## src/rtl/word_ctrl_pkg.sv

```systemverilog
// Shared encodings for the word-count sequencing controller.
package word_ctrl_pkg;

  localparam int unsigned WORD_W  = 4;
  localparam int unsigned INSTR_W = 3;
  localparam int unsigned MODE_W  = 2;

  typedef enum logic [INSTR_W-1:0] {
    I_NOP       = 3'b000,
    I_LOAD_WREG = 3'b001,
    I_LOAD_WCNT = 3'b010,
    I_REINIT    = 3'b011,
    I_START     = 3'b100,
    I_STOP      = 3'b101
  } instr_e;

  typedef enum logic [MODE_W-1:0] {
    M_DOWN   = 2'b00,
    M_UP_CMP = 2'b01,
    M_UP_OVF = 2'b10,
    M_HOLD   = 2'b11
  } mode_e;

  typedef enum logic [1:0] {
    S_IDLE = 2'b00,
    S_RUN  = 2'b01,
    S_DONE = 2'b10
  } state_e;

endpackage

```

## src/rtl/word_term_detect.sv

```systemverilog
// Terminal-count and zero-length detection for the word counter.
module word_term_detect
  import word_ctrl_pkg::*;
#(
  parameter int unsigned WIDTH = WORD_W
) (
  input  mode_e            i_mode,
  input  mode_e            i_start_mode,
  input  logic [WIDTH-1:0] i_count,
  input  logic [WIDTH-1:0] i_wreg,
  output logic             o_term_c,
  output logic             o_zero_c
);

  logic [WIDTH-1:0] w_count_inc;

  assign w_count_inc = WIDTH'(i_count + WIDTH'(1));

  // Terminal when the transfer in progress is the last one for the running mode.
  always_comb begin
    o_term_c = 1'b0;
    case (i_mode)
      M_DOWN:   o_term_c = (i_count == WIDTH'(1));
      M_UP_CMP: o_term_c = (w_count_inc == i_wreg);
      M_UP_OVF: o_term_c = (i_count == {WIDTH{1'b1}});
      default:  o_term_c = 1'b0;
    endcase
  end

  // A start in this mode would have nothing to transfer.
  assign o_zero_c = ((i_start_mode == M_DOWN)   && (i_count == '0)) ||
                    ((i_start_mode == M_UP_CMP) && (i_count == i_wreg));

endmodule

```

## src/rtl/word_ctrl.sv

```systemverilog
// Word-count sequencing controller for the DMA generator.
// Optional: WORD_CTRL_AUTOREINIT_EN makes DONE reload the counter and resume RUN.
module word_ctrl
  import word_ctrl_pkg::*;
#(
  parameter int unsigned WIDTH = WORD_W
) (
  input  logic             clk,
  input  logic             res,
  input  logic [2:0]       instr,
  input  logic             instr_stb,
  input  logic [1:0]       cr_mode,
  input  logic             dma_req,
  input  logic [WIDTH-1:0] word_count_in,
  input  logic [WIDTH-1:0] word_reg_in,
  output logic             plwr,
  output logic             selw,
  output logic             plwc,
  output logic             enw,
  output logic             incw,
  output logic             wci,
  output logic             xfer_ack,
  output logic             busy,
  output logic             done
);

  state_e r_state;
  mode_e  r_mode;
  logic   r_xfer_ack;
  logic   r_done;

  logic w_instr_act;
  logic w_start;
  logic w_stop;
  logic w_reinit;
  logic w_term;
  logic w_zero;
  logic w_enw;

  assign w_instr_act = instr_stb & (instr != I_NOP);
  assign w_start     = instr_stb & (instr == I_START);
  assign w_stop      = instr_stb & (instr == I_STOP);
  assign w_reinit    = instr_stb & (instr == I_REINIT);

  word_term_detect #(.WIDTH(WIDTH)) u_term (
    .i_mode       (r_mode),
    .i_start_mode (mode_e'(cr_mode)),
    .i_count      (word_count_in),
    .i_wreg       (word_reg_in),
    .o_term_c     (w_term),
    .o_zero_c     (w_zero)
  );

  // Datapath strobes, held low while reset is asserted.
  always_comb begin
    plwr  = 1'b0;
    plwc  = 1'b0;
    selw  = 1'b0;
    w_enw = 1'b0;
    if (res) begin
      if (instr_stb && (instr == I_LOAD_WREG)) plwr = 1'b1;
      if (instr_stb && (instr == I_LOAD_WCNT)) plwc = 1'b1;
      if (w_reinit) begin
        plwc = 1'b1;
        selw = 1'b1;
      end
`ifdef WORD_CTRL_AUTOREINIT_EN
      if ((r_state == S_DONE) && !w_stop) begin
        plwc = 1'b1;
        selw = 1'b1;
      end
`endif
      w_enw = (r_state == S_RUN) & dma_req & (r_mode != M_HOLD) & ~w_instr_act;
    end
  end

  assign enw      = w_enw;
  assign wci      = w_enw;
  assign incw     = (r_mode != M_DOWN);
  assign busy     = (r_state == S_RUN);
  assign xfer_ack = r_xfer_ack;
  assign done     = r_done;

  // Controller state, latched mode and registered status flags.
  always_ff @(posedge clk or negedge res) begin
    if (!res) begin
      r_state    <= S_IDLE;
      r_mode     <= M_DOWN;
      r_xfer_ack <= 1'b0;
      r_done     <= 1'b0;
    end else begin
      r_xfer_ack <= w_enw;
      r_done     <= 1'b0;
      if (w_stop) begin
        r_state <= S_IDLE;
      end else begin
        case (r_state)
          S_IDLE: begin
            if (w_start) begin
              r_mode <= mode_e'(cr_mode);
              if (w_zero) begin
                r_state <= S_DONE;
                r_done  <= 1'b1;
              end else begin
                r_state <= S_RUN;
              end
            end
          end
          S_RUN: begin
            if (w_enw && w_term) begin
              r_state <= S_DONE;
              r_done  <= 1'b1;
            end
          end
          S_DONE: begin
            if (w_reinit) begin
              r_state <= S_IDLE;
            end else if (w_start) begin
              r_mode <= mode_e'(cr_mode);
              if (w_zero) begin
                r_done <= 1'b1;
              end else begin
                r_state <= S_RUN;
              end
            end else begin
`ifdef WORD_CTRL_AUTOREINIT_EN
              r_state <= S_RUN;
`else
              r_done  <= 1'b1;
`endif
            end
          end
          default: r_state <= S_IDLE;
        endcase
      end
    end
  end

endmodule

```

## config.mk

```make
export PLATFORM = sky130hd
export DESIGN_NAME = word_ctrl
export DESIGN_NICKNAME = d
export VERILOG_FILES = /design/src/rtl/word_ctrl_pkg.sv /design/src/rtl/word_term_detect.sv /design/src/rtl/word_ctrl.sv
export SDC_FILE = /design/constraint.sdc
export NUM_CORES = 1
export LEC_CHECK = 0
export CAP_MARGIN = 20
export CORE_UTILIZATION = 44
export DETAILED_ROUTE_END_ITERATION = 16
export GPL_TIMING_DRIVEN = 0
export PLACE_DENSITY = 0.92
export REMOVE_ABC_BUFFERS = 1
export SLEW_MARGIN = 30
export SYNTH_ARGS = -nofsm -noshare
export SYNTH_HDL_FRONTEND = slang
export SYNTH_SLANG_ARGS = --single-unit
```

## constraint.sdc

```tcl
create_clock -name clk -period 4.1 [get_ports clk]
set_clock_uncertainty 0.05 [all_clocks]
set_input_delay 0.82 -clock clk [delete_from_list [all_inputs] [get_ports clk]]
set_output_delay 0.82 -clock clk [all_outputs]
set_load 0.005 [all_outputs]
```

==> summary by stage, run 1 <==
Final layout
The final-stage net count is 115. The layout filler cell count is 98. The area taken by flip-flops and latches is 150 um^2. In the final layout, the share of cells above drive strength 1 is 0.106. The number of diodes is 0. Summing all multi-input logic gate instances after layout gives 417 um^2. The post-synthesis to final-layout area growth is 44.6%.

Floorplan
The row count is 12. The area enclosed by the die boundary is 0.00152 mm^2. The die extent in x is 38.9 um.

The initial utilization of the core area, before any placement, comes to 0.506. The placeable core area is 0.00119 mm^2. The die span in y is 38.9 um.

The top-level I/O count is 26.

Critical path
The arrival time of data at the critical path endpoint is 2.73 ns. For the worst setup path, the data required time is 3.23 ns. The kind of capture point of the worst setup path is an output port.

The kind of launch point of the worst setup path is a primary input. In this run the critical register-to-register path is launched from r_mode[1]$_DFFE_PN0P_. The largest fanout of any net on the critical path is 9.

The internal reg-to-reg setup slack is 2.47 ns. The launching element of the worst setup path is instr[2]. The startpoint-to-endpoint class of the critical path is in2out.

Min path
In this run the most critical hold path is launched from r_state[0]$_DFFE_PN0P_. The path class of the tightest hold or removal check is reg2reg.

Place
The number of I/O port buffers is 25. Routability-driven placement finished with a final weighted congestion of 0.822. Detailed placement ended at an HPWL of 1170 um.

Power
For this design the ratio of total power to cell area is 283 mW/mm^2. The static leakage power is 0.328 nW. The maximum vdd drop is 0.122 mV. The total design power is 0.246 mW.

Route
The total number of vias is 612. After detailed routing, the number of remaining DRC violations is 0. The final routed wire length divided by cell count is 12.9 um. The number of routed nets with antenna violations is 0.

After the first detailed-routing iteration, the DRC count stood at 17. The routed via count divided by cell count is 5.67. The number of optimization iterations in the first detailed-route pass is 4.

The total routed wirelength is 1400 um.

Clock tree
TritonCTS built the clock tree. The buffer depth of the longest clock path is 2. Buffers inserted during clock tree synthesis total 3. CTS saw 6 sinks. After clock tree synthesis, the setup repair step added 0 buffers. The H-tree depth reported by CTS is 1. The CTS root buffer is sky130_fd_sc_hd__clkbuf_4.

For the worst-skew pair, the clock arrives at the later sink with an insertion delay of 0.24 ns. The count of cells resized by post-cts repair is 0. The clock-pin slew on the worst setup and hold paths is 0.04 ns. The number of buffers added to fix hold violations after cts is 0.

Synth
The count of mapped cells out of synthesis is 69. The number of distinct library cells after synthesis is 37. The synthesized netlist occupies a cell area of 601 um^2.

The synthesized area per cell is 8.70 um^2. In this run, synthesis produced a sequential element count of 6. The count of synthesis-stage warnings from yosys is 0. The portion of the post-synthesis area used by sequential elements is 0.250.

Run status
The run finished with clean final reports.

Timing
Based on the critical path, the design can be clocked at up to 278 MHz. The final critical path time including I/O delays and setup is 3.60 ns. The worst slew margin relative to its limit is 0.752. For the pin with the worst max-slew slack, the measured transition is 0.369 ns. Setup repair after global routing left no endpoint under its margin. The accumulated negative setup slack is 0 ns. The final number of max-transition violations is 0. Hold is met by 0.552 ns. The count of final hold-check violations came to 0.

The final cycle utilization of the critical path is 0.878. Setup violations remaining at the end of the flow were counted as 0.

Global route
The first global-routing pass estimated 2300 um of wire. The number of antenna violations at the first check in global routing is 0. The total overflow reported by the global router is 0. The number of global-route vias before repair was 547.

The maximum number of pins on one net before global-route repair is 10. The total track usage is 0.228.

Flow run
The max-capacitance violation count is 0.
[where the power goes]
group          switching [mW]  total, mW  internal [mW]  leakage (nW)
clock network          0.0206     0.0537         0.0331        0.0138
registers              0.0231     0.0944         0.0714        0.0766
logic                  0.0362     0.0974         0.0612         0.237
total                  0.0799      0.246          0.166         0.328
[cells in the final DEF (no fill, tap or decap)]
master / instances
sky130_fd_sc_hd__o22ai_1: 1
sky130_fd_sc_hd__a211oi_2: 1
sky130_fd_sc_hd__o21ai_1: 1
sky130_fd_sc_hd__a41oi_1: 1
sky130_fd_sc_hd__nand2b_1: 2
sky130_fd_sc_hd__nor4_1: 1
sky130_fd_sc_hd__nand2_1: 4
sky130_fd_sc_hd__or2_2: 1
sky130_fd_sc_hd__mux2_2: 2
sky130_fd_sc_hd__nor2_1: 6
sky130_fd_sc_hd__clkbuf_4: 3
sky130_fd_sc_hd__ha_1: 2
sky130_fd_sc_hd__inv_1: 3
sky130_fd_sc_hd__o31ai_2: 1
sky130_fd_sc_hd__a221oi_4: 1
sky130_fd_sc_hd__nand4_1: 1
sky130_fd_sc_hd__a31oi_1: 1
sky130_fd_sc_hd__and2b_1: 1
sky130_fd_sc_hd__nand3_1: 2
sky130_fd_sc_hd__a221o_1: 1
sky130_fd_sc_hd__a21oi_1: 3
sky130_fd_sc_hd__dfrtp_1: 6
sky130_fd_sc_hd__and2_1: 1
sky130_fd_sc_hd__nor3b_1: 1
sky130_fd_sc_hd__xor2_1: 5
sky130_fd_sc_hd__or4_1: 1
sky130_fd_sc_hd__a22oi_1: 2
sky130_fd_sc_hd__o21ai_0: 1
sky130_fd_sc_hd__and2_0: 1
sky130_fd_sc_hd__xnor2_1: 2
sky130_fd_sc_hd__clkdlybuf4s50_1: 25
sky130_fd_sc_hd__nand4b_1: 2
sky130_fd_sc_hd__nor2b_1: 2
sky130_fd_sc_hd__nor3_1: 3
sky130_fd_sc_hd__or3_4: 1
sky130_fd_sc_hd__a211oi_1: 2
[synthesized netlist by cell type]
library cell               instances  area, um^2
sky130_fd_sc_hd__dfrtp_1           6         150
sky130_fd_sc_hd__nor2_1            6        22.5
sky130_fd_sc_hd__xor2_1            5        43.8
sky130_fd_sc_hd__nand2_1           4        15.0
sky130_fd_sc_hd__a21oi_1           3        15.0
sky130_fd_sc_hd__inv_1             3        11.3
sky130_fd_sc_hd__nor3_1            3        15.0
sky130_fd_sc_hd__a211oi_1          2        15.0
sky130_fd_sc_hd__a22oi_1           2        15.0
sky130_fd_sc_hd__ha_1              2        25.0
sky130_fd_sc_hd__mux2_2            2        22.5
sky130_fd_sc_hd__nand2b_1          2        12.5
sky130_fd_sc_hd__nand3_1           2        10.0
sky130_fd_sc_hd__nand4b_1          2        17.5
sky130_fd_sc_hd__nor2b_1           2        12.5
sky130_fd_sc_hd__xnor2_1           2        17.5
sky130_fd_sc_hd__a211oi_2          1        12.5
sky130_fd_sc_hd__a221o_1           1        10.0
sky130_fd_sc_hd__a221oi_4          1        26.3
sky130_fd_sc_hd__a31oi_1           1        6.26
sky130_fd_sc_hd__a41oi_1           1        8.76
sky130_fd_sc_hd__and2_0            1        6.26
sky130_fd_sc_hd__and2_1            1        6.26
sky130_fd_sc_hd__and2b_1           1        7.51
sky130_fd_sc_hd__buf_4             1        7.51
sky130_fd_sc_hd__buf_6             1        11.3
sky130_fd_sc_hd__clkbuf_1          1        3.75
sky130_fd_sc_hd__nand4_1           1        6.26
sky130_fd_sc_hd__nor3b_1           1        7.51
sky130_fd_sc_hd__nor4_1            1        6.26
sky130_fd_sc_hd__o21ai_0           1        5.00
sky130_fd_sc_hd__o21ai_1           1        5.00
sky130_fd_sc_hd__o22ai_1           1        6.26
sky130_fd_sc_hd__o31ai_2           1        12.5
sky130_fd_sc_hd__or2_2             1        6.26
sky130_fd_sc_hd__or3_4             1        11.3
sky130_fd_sc_hd__or4_1             1        7.51
[state kept, by name, indices dropped and copies added (netlist names)]
register	count
r_mode	2
done	1
xfer_ack	1
r_state	2
[metrics by stage]
step	worst slack (ns)	instances	util	instance area, um^2
finish	0.499	108	0.732	868
global route	0.394	108	0.732	868
CTS	0.485	108	0.732	868
detailed placement	0.490	105	0.713	846
global placement	0.530	105	0.713	846
floorplan	1.71	66	-	578
[final timing paths]
| path | depth (start not counted) | to |
|---|---|---|
| max in group asynchronous | 1 | r_state[0]$_DFFE_PN0P_ |
| min in group asynchronous | 1 | r_mode[1]$_DFFE_PN0P_ |
| max reg2reg | 4 | r_state[1]$_DFFE_PN0P_ |
| min | 1 | r_state[0]$_DFFE_PN0P_ |
| max | 4 | wci |
| min reg2reg | 1 | r_state[0]$_DFFE_PN0P_ |
[final cells by class]
| type | instances | area share |
|---|---|---|
| multi-input combinational | 57 | 0.480 |
| timing repair buffer | 25 | 0.288 |
| sequential | 6 | 0.173 |
| clock buffer | 3 | 0.0259 |
| tap | 14 | 0.0202 |
| inverter | 3 | 0.0130 |
[routing by layer]
layer	vias to the layer above	wire length [um]	track usage
met2	19	707	0.388
met1	287	650	0.268
met4	0	0	0.112
li1	306	-	-
met3	0	40	0.0462
met5	-	0	0
[logic make-up (layout without fill, tap and decap cells)]
kind of cell / Yosys count / after routing / synth area share
flip-flops: 6 / 6 / 0.250
XOR/XNOR: 7 / 7 / 0.102
multiplexers: 2 / 2 / 0.0375
adder cells (fa/ha/maj): 2 / 2 / 0.0417
AND/OR/NAND/NOR: 30 / 30 / 0.283
AO/OA/AOI/OAI: 16 / 16 / 0.229
buffers and inverters: 6 / 31 / 0.0562
[worst max-delay path, stage by stage]
cell	delay (ns)
sky130_fd_sc_hd__clkdlybuf4s50_1	0.54
sky130_fd_sc_hd__or3_4	0.45
sky130_fd_sc_hd__a221oi_4	0.35
sky130_fd_sc_hd__clkdlybuf4s50_1	0.58
(Power assumes the default switching activity.)
==> inputs of run 2 (changes only) <==
--- a/config.mk
+++ b/config.mk
@@ -8,7 +8,6 @@
 export CAP_MARGIN = 20
 export CORE_UTILIZATION = 44
 export DETAILED_ROUTE_END_ITERATION = 16
-export GPL_TIMING_DRIVEN = 0
 export PLACE_DENSITY = 0.92
 export REMOVE_ABC_BUFFERS = 1
 export SLEW_MARGIN = 30
==> run 2 against run 1 <==
- first-iteration DRC count increased by 88%
- global-route usage is 5.5 points higher
- non-clock buffer count up 1
- worst setup slack worse by 0.047 ns
- count of clock-buffer cells in the layout did not move
- clock power up 3%
- sequential cell count did not move
- maximum frequency shrank 1.3%
- critical path type unchanged
- highest routed layer is now met4
==> summary by stage, run 2 (synthesis gave the netlist of run 1 again) <==
Final layout
In the final layout, the multi-input gates occupy 417 um^2. In the layout the commonest cells are sky130_fd_sc_hd__clkdlybuf4s50_1 (25), sky130_fd_sc_hd__nor2_1 (6), sky130_fd_sc_hd__dfrtp_1 (6). 0 antenna diodes ended up in the layout. The post-synthesis to final-layout area growth is 45.8%. Leaving out fill and tap cells, the most frequent cell in the layout is sky130_fd_sc_hd__clkdlybuf4s50_1.

The final-stage net count is 116. In the final layout, flip-flops and latches occupy 150 um^2. The fraction of layout instances using a drive strength above 1 is 0.116. The layout filler cell count is 104. The largest registers in the layout are r_mode x2, r_state x2.

Critical path
In this run the critical register-to-register path is captured at r_state[0]$_DFFE_PN0P_. Across all register-to-register paths, the minimum setup slack is 2.45 ns. Measured in cells, the most critical reg-to-reg path has a length of 5. The data required time of the worst path is 3.23 ns.

The startpoint identified for the worst register-to-register timing path is r_state[1]$_DFFE_PN0P_. The critical path ends at wci. The worst setup path is launched from a primary input.

The arrival time of data at the critical path endpoint is 2.78 ns. The worst setup path is captured at an output port. The launching element of the worst setup path is instr[2]. Of all nets on the critical path, the largest fanout is 9. The critical path is of the in2out type.

Clock tree
The CTS tree is built. The clock buffer count from CTS is 3. The tree is rooted in a sky130_fd_sc_hd__clkbuf_4. The number of gates resized after CTS was 0. The number of buffers added to fix hold violations after cts is 0. The later pin in the worst-skew pair is clocked with a latency of 0.25 ns. The total clock sinks is 6. Clock-pin slew was measured on the worst setup and hold paths at 0.04 ns. The number of buffers added for setup after CTS is 0. The clock passes through at most 2 buffers.

The H-tree depth reported by CTS is 1.

Route
The routed via count divided by cell count is 6.03. The total number of vias is 657. The pre-antenna-repair detailed-routing pass consisted of 4 iterations.

The number of routed nets with antenna violations is 0. After detailed routing, the number of remaining DRC violations is 0. The final routed wire length divided by cell count is 15.8 um. In this run, the number of DRC markers left after iteration 0 of detailed routing was 32. Summed over all layers, the routed wires come to 1720 um.

Timing
The worst slew margin relative to its limit is 0.762. The slew at the pin with the worst max-slew slack is 0.354 ns. Setup repair after global routing left no endpoint under its margin. The final number of max-transition violations is 0. Setup violations remaining at the end of the flow were counted as 0. In the post-route analysis, the smallest setup slack over all paths is 0.452 ns.

The accumulated negative setup slack is 0 ns. The count of final hold-check violations is 0. The final critical path time including I/O delays and setup is 3.65 ns. For this run, the top clock speed supported by timing is 274 MHz. Dividing the final minimum period by the clock period gives 0.890.

Run status
The run finished with clean final reports.

Place
The total half-perimeter wirelength after legalization and detailed placement is 1380 um. Input and output buffers added on the ports amount to 25. The placer's final routability congestion estimate is 0.783. The setup slack at placement is 0.480 ns.

Power
The power density over the cells is 288 mW/mm^2. The static leakage power is 0.333 nW. The maximum vdd drop is 0.124 mV.

Global route
Entering global routing, the biggest net connects 10 pins. The first global-routing pass estimated 2890 um of wire. In the global route stage, overall resource usage came out at 0.283.

The number of antenna violations at the first check in global routing is 0. The number of global-route vias before repair is 632. After global routing the overflow that remains totals 0.

Floorplan
After floorplanning, the core was sized to cover 0.00119 mm^2. For this configuration, the core starts out at a cell density of 0.506. For this design the top-level I/O count stands at 26. In this run the core area contains 12 standard-cell rows. The die extent in x is 38.9 um. The die span in y is 38.9 um.

The die covers 0.00152 mm^2.

Min path
The kind of path behind the tightest hold check is reg2reg.

Flow run
Max-cap violations in this run came to 0.
-- run 2: changes by cell type in the layout (fill, tap and decap cells not counted) --
cell / delta
sky130_fd_sc_hd__buf_4: +1
-- run 2: where the power goes --
group | total [mW] | switching [mW] | internal, mW
Sequential | 0.0956 | 0.0243 | 0.0713
Clock | 0.0552 | 0.0220 | 0.0332
Combinational | 0.101 | 0.0392 | 0.0620
-- run 2: critical path: stages --
cell and delay [ns]:
sky130_fd_sc_hd__clkdlybuf4s50_1 0.56, sky130_fd_sc_hd__or3_4 0.46, sky130_fd_sc_hd__a221oi_4 0.36, sky130_fd_sc_hd__clkdlybuf4s50_1 0.58
-- run 2: area by class of cell --
class	count	share of cell area
clock buffer	3	0.0257
inverter	3	0.0129
multi-input combinational	57	0.476
sequential	6	0.171
timing repair buffer	26	0.294
tap	14	0.0200
-- run 2: how the worst min path moves through the flow --
stage / startpoint / end / slack, ns / cells after the start
after floorplan: res / done$_DFF_PN0_ / 0.47 / 0
after global placement: r_mode[1]$_DFFE_PN0P_ / xfer_ack$_DFF_PN0_ / 0.56 / 1
after detailed placement: r_state[0]$_DFFE_PN0P_ / r_state[0]$_DFFE_PN0P_ / 0.57 / 1
after CTS: r_state[0]$_DFFE_PN0P_ / r_state[0]$_DFFE_PN0P_ / 0.58 / 1
after global routing: r_state[0]$_DFFE_PN0P_ / r_state[0]$_DFFE_PN0P_ / 0.63 / 1
final: r_mode[1]$_DFFE_PN0P_ / xfer_ack$_DFF_PN0_ / 0.60 / 1
-- run 2: per-stage QoR --
step                      utilization  hold WS (ns)  std cells  instance area, um^2  total power [mW]
final                           0.738         0.601        109                  876             0.252
after global routing            0.738         0.626        109                  876             0.266
after CTS                       0.738         0.576        109                  876             0.250
after detailed placement        0.719         0.569        106                  853             0.195
after global placement          0.719         0.557        106                  853             0.189
after floorplan                     -         0.474         66                  578             0.137
-- run 2: layer usage --
metal / vias to the layer above / track usage / share of wire / wire (um)
li1: 304 / - / - / -
met2: 43 / 0.454 / 0.51 / 877
met5: - / 0 / 0 / 0
met1: 299 / 0.348 / 0.39 / 663
met4: 0 / 0.172 / 0.038 / 66
met3: 11 / 0.0462 / 0.066 / 114
==> inputs of run 3 (changes only) <==
--- a/config.mk
+++ b/config.mk
@@ -6,11 +6,13 @@
 export NUM_CORES = 1
 export LEC_CHECK = 0
 export CAP_MARGIN = 20
-export CORE_UTILIZATION = 44
+export CORE_MARGIN = 3
+export CORE_UTILIZATION = 37
 export DETAILED_ROUTE_END_ITERATION = 16
-export PLACE_DENSITY = 0.92
+export PLACE_DENSITY = 0.85
 export REMOVE_ABC_BUFFERS = 1
 export SLEW_MARGIN = 30
 export SYNTH_ARGS = -nofsm -noshare
 export SYNTH_HDL_FRONTEND = slang
+export SYNTH_HIERARCHICAL = 1
 export SYNTH_SLANG_ARGS = --single-unit
==> constraint.sdc (replaced) <==
create_clock -name clk -period 3.6 [get_ports clk]
set_clock_uncertainty 0.05 [all_clocks]
set_input_delay 0.72 -clock clk [delete_from_list [all_inputs] [get_ports clk]]
set_output_delay 0.72 -clock clk [all_outputs]
set_load 0.005 [all_outputs]
==> run 3 against run 2 <==
- worst hold slack got worse by 0.042 ns
- count of clock-buffer cells in the layout is the same
- register-to-register slack got worse by 0.39 ns
- sequential power up 20%
- combinational power rose by 15%
- synthesized cell count down 19%
- cell area fell by 9.4%
- sequential share of layout area increased by 1.8 points
- via count shrank 21%
- utilization shrank 7.0 points
- die area increased by 21%
- largest cell class unchanged
==> summary by stage, run 3 <==
Route
After detailed routing, the average wire length per cell comes to 13.6 um. After detailed routing, the number of remaining DRC violations is 0. The routed via count divided by cell count is 5.28.

The total routed wirelength is 1340 um. The final route contains 517 vias. The number of optimization iterations in the first detailed-route pass is 4. The number of routed nets with antenna violations is 0.

The number of DRC violations after detailed-routing iteration 0 is 17.

Critical path
The critical path in this run is classified as in2out. On the critical path the largest part of the delay comes from buffers and inverters. The data required time of the worst path is 2.83 ns. The number of cells on the critical path is 4. In this run the worst path has a maximum fanout of 6. The critical path ends at enw. The worst register-to-register path has a depth of 5. The signal on the critical path passes through clkdlybuf4s50_1, or3_1, a221oi_2, clkdlybuf4s50_1. The worst register-to-register path ends at r_state[0]$_DFFE_PN0P_. The kind of capture point of the worst setup path is an output port. In this design, the critical path's most frequently occurring cell is sky130_fd_sc_hd__clkdlybuf4s50_1. The origin of the critical flop-to-flop path is r_mode[1]$_DFFE_PN0P_.

The arrival time of data at the critical path endpoint is 2.53 ns. The delay contributed by the slowest stage of the critical path is 0.58 ns. STA classifies the critical path startpoint as a primary input. The sum of buffers and inverters on the critical path is 2. Across all register-to-register paths, the minimum setup slack is 2.06 ns.

The most critical setup path has its startpoint at instr[1]. The cell type of the slowest stage on the worst timing path is sky130_fd_sc_hd__clkdlybuf4s50_1.

Clock tree
After clock tree synthesis, the flow added hold-fix buffers numbering 0. The total clock sinks is 6. The H-tree depth reported by CTS is 1.

The count of cells resized by post-cts repair is 0. In this run, CTS created clock tree buffers numbering 3. The buffer depth of the longest clock path is 2. TritonCTS built the clock tree. The clock-pin slew on the worst setup and hold paths is 0.05 ns. CTS placed an instance of sky130_fd_sc_hd__clkbuf_4 at the clock tree root. The number of setup buffers added after CTS is 0. The clock latency on the worst-skew pair is 0.24 ns.

Floorplan
26 I/O pins were placed. The initial core utilization is 0.424. After floorplanning, the core was divided into 12 placement rows. The placeable core area is 0.00119 mm^2. The floorplan step defined a die boundary enclosing 0.00184 mm^2. In this run the vertical extent of the chip is 42.9 um.

In this run the horizontal extent of the chip is 42.9 um.

Timing
The highest clock rate is 303 MHz. At the pin with the least slew margin, the transition time is 0.359 ns. The count of final hold-check violations came to 0. In the finished design, the share of the clock period the worst path needs comes to 0.918. The final number of setup-violating endpoints is 0. For the finished layout, the period the worst path requires is 3.30 ns. The final number of max-transition violations is 0.

The worst slew margin relative to its limit is 0.760. The accumulated negative setup slack is 0 ns. Setup repair after global routing left no endpoint under its margin.

Global route
The maximum number of pins on one net before global-route repair is 7. The number of global-route vias before repair is 486. The first global-routing pass estimated 2040 um of wire. The total track usage is 0.146. The number of antenna violations at the first check in global routing is 0. The total overflow reported by the global router is 0.

Final layout
In the layout the commonest cells are sky130_fd_sc_hd__clkdlybuf4s50_1 (25), sky130_fd_sc_hd__dfrtp_1 (6), sky130_fd_sc_hd__nand2_1 (5), sky130_fd_sc_hd__nor2_1 (5), sky130_fd_sc_hd__xnor2_1 (5). The number of diodes is 0. The library cell used most frequently in the layout, excluding fill and tap cells, is sky130_fd_sc_hd__clkdlybuf4s50_1.

The final-stage net count is 105. In the final layout, the registers with the most flip-flops are r_mode x2, r_state x2. In the final layout, the share of cells above drive strength 1 is 0.131.

Compared with the post-synthesis result, the final layout area differs by 57.7%. Measured on the finished design, the core utilization comes to 0.669. The post-route cell area is 793 um^2.

Synth
Ranked by instance count, the synthesized netlist is headed by sky130_fd_sc_hd__dfrtp_1 (6), sky130_fd_sc_hd__nand2_1 (5), sky130_fd_sc_hd__nor2_1 (5), sky130_fd_sc_hd__xnor2_1 (5). The portion of the post-synthesis area used by sequential elements is 0.299. The mapped netlist covers 503 um^2. The count of synthesis-stage warnings from yosys is 6. The synthesized area per cell is 8.98 um^2. The most used flip-flop cell after synthesis is sky130_fd_sc_hd__dfrtp_1.

The count of mapped cells out of synthesis is 56. Yosys attributes the largest share of cell area to sky130_fd_sc_hd__dfrtp_1 (30%), sky130_fd_sc_hd__xnor2_1 (8.7%), sky130_fd_sc_hd__ha_1 (5.0%), sky130_fd_sc_hd__mux2_2 (4.5%), sky130_fd_sc_hd__nand2_1 (3.7%). The cell type with the highest aggregate area in the netlist is sky130_fd_sc_hd__dfrtp_1. The proportion of synthesized flip-flops having asynchronous set or reset is 1.00. The number of enable-type register cells in the synthesized netlist is 0.

The flop and latch count out of synthesis is 6. The number of distinct library cells after synthesis is 31. The area share of the largest cell type after synthesis is 0.299. The most common cell in the synthesized netlist is sky130_fd_sc_hd__dfrtp_1.

Place
The area of placed instances is 771 um^2. Input and output buffers added on the ports amount to 25. The total half-perimeter wirelength after legalization and detailed placement is 1080 um.

The congestion estimate from routability-driven global placement came to 0.794.

Power
The power density over the cells is 370 mW/mm^2. The static leakage power is 0.325 nW. The worst-case IR drop observed on VDD is 0.141 mV. The total design power is 0.294 mW.

Run status
The run finished with clean final reports.

Flow run
Max-cap violations in this run came to 0.

Min path
Counting instances, the worst hold path has a depth of 1. The kind of path behind the tightest hold check is reg2reg.
==> run 3: worst min-delay path by stage <==
stage	slack, ns	from	end
after floorplan	0.37	res	done$_DFF_PN0_
after global placement	0.54	r_mode[0]$_DFFE_PN0P_	xfer_ack$_DFF_PN0_
after detailed placement	0.54	r_state[1]$_DFFE_PN0P_	done$_DFF_PN0_
after CTS	0.55	r_mode[0]$_DFFE_PN0P_	xfer_ack$_DFF_PN0_
after global routing	0.58	r_mode[0]$_DFFE_PN0P_	xfer_ack$_DFF_PN0_
final	0.56	r_mode[0]$_DFFE_PN0P_	xfer_ack$_DFF_PN0_
==> run 3: per-layer routing <==
metal | vias to the layer above | wire length, um | GRT usage | part of all wire
met5 | - | 0 | 0 | 0
met4 | 0 | 0 | 0.0745 | 0
met3 | 0 | 80 | 0.0127 | 0.060
met2 | 28 | 650 | 0.240 | 0.49
met1 | 228 | 606 | 0.187 | 0.45
li1 | 261 | - | - | -
==> run 3: per-stage QoR <==
stage          hold slack, ns  cells  setup WS [ns]
2_1_floorplan           0.374     55           1.35
3_3_place_gp            0.544     95          0.326
3_5_place_dp            0.538     95          0.307
4_1_cts                 0.550     98          0.307
5_1_grt                 0.580     98          0.217
6_report                0.560     98          0.296
==> run 3: final cells by class <==
class,instances,area [um^2]
tap,14,17.5
sequential,6,150
timing repair buffer,26,258
multi-input combinational,46,334
fill,105,393
inverter,3,11.3
clock buffer,3,22.5
==> run 3: power by group <==
group	switching (mW)	total (mW)	internal (mW)	leakage (nW)
Combinational	0.0408	0.116	0.0749	0.234
Sequential	0.0283	0.115	0.0868	0.0778
Clock	0.0251	0.0629	0.0378	0.0138
Total	0.0942	0.294	0.199	0.325
==> run 3: cells by family after synthesis <==
| kind of cell | Yosys count | share of synthesized area |
|---|---|---|
| xor+xnor | 7 | 0.122 |
| flops | 6 | 0.298 |
| buf+inv | 4 | 0.0373 |
| fa+ha+maj | 2 | 0.0497 |
| mux | 2 | 0.0448 |
| simple gates | 26 | 0.304 |
| compound gates | 9 | 0.144 |
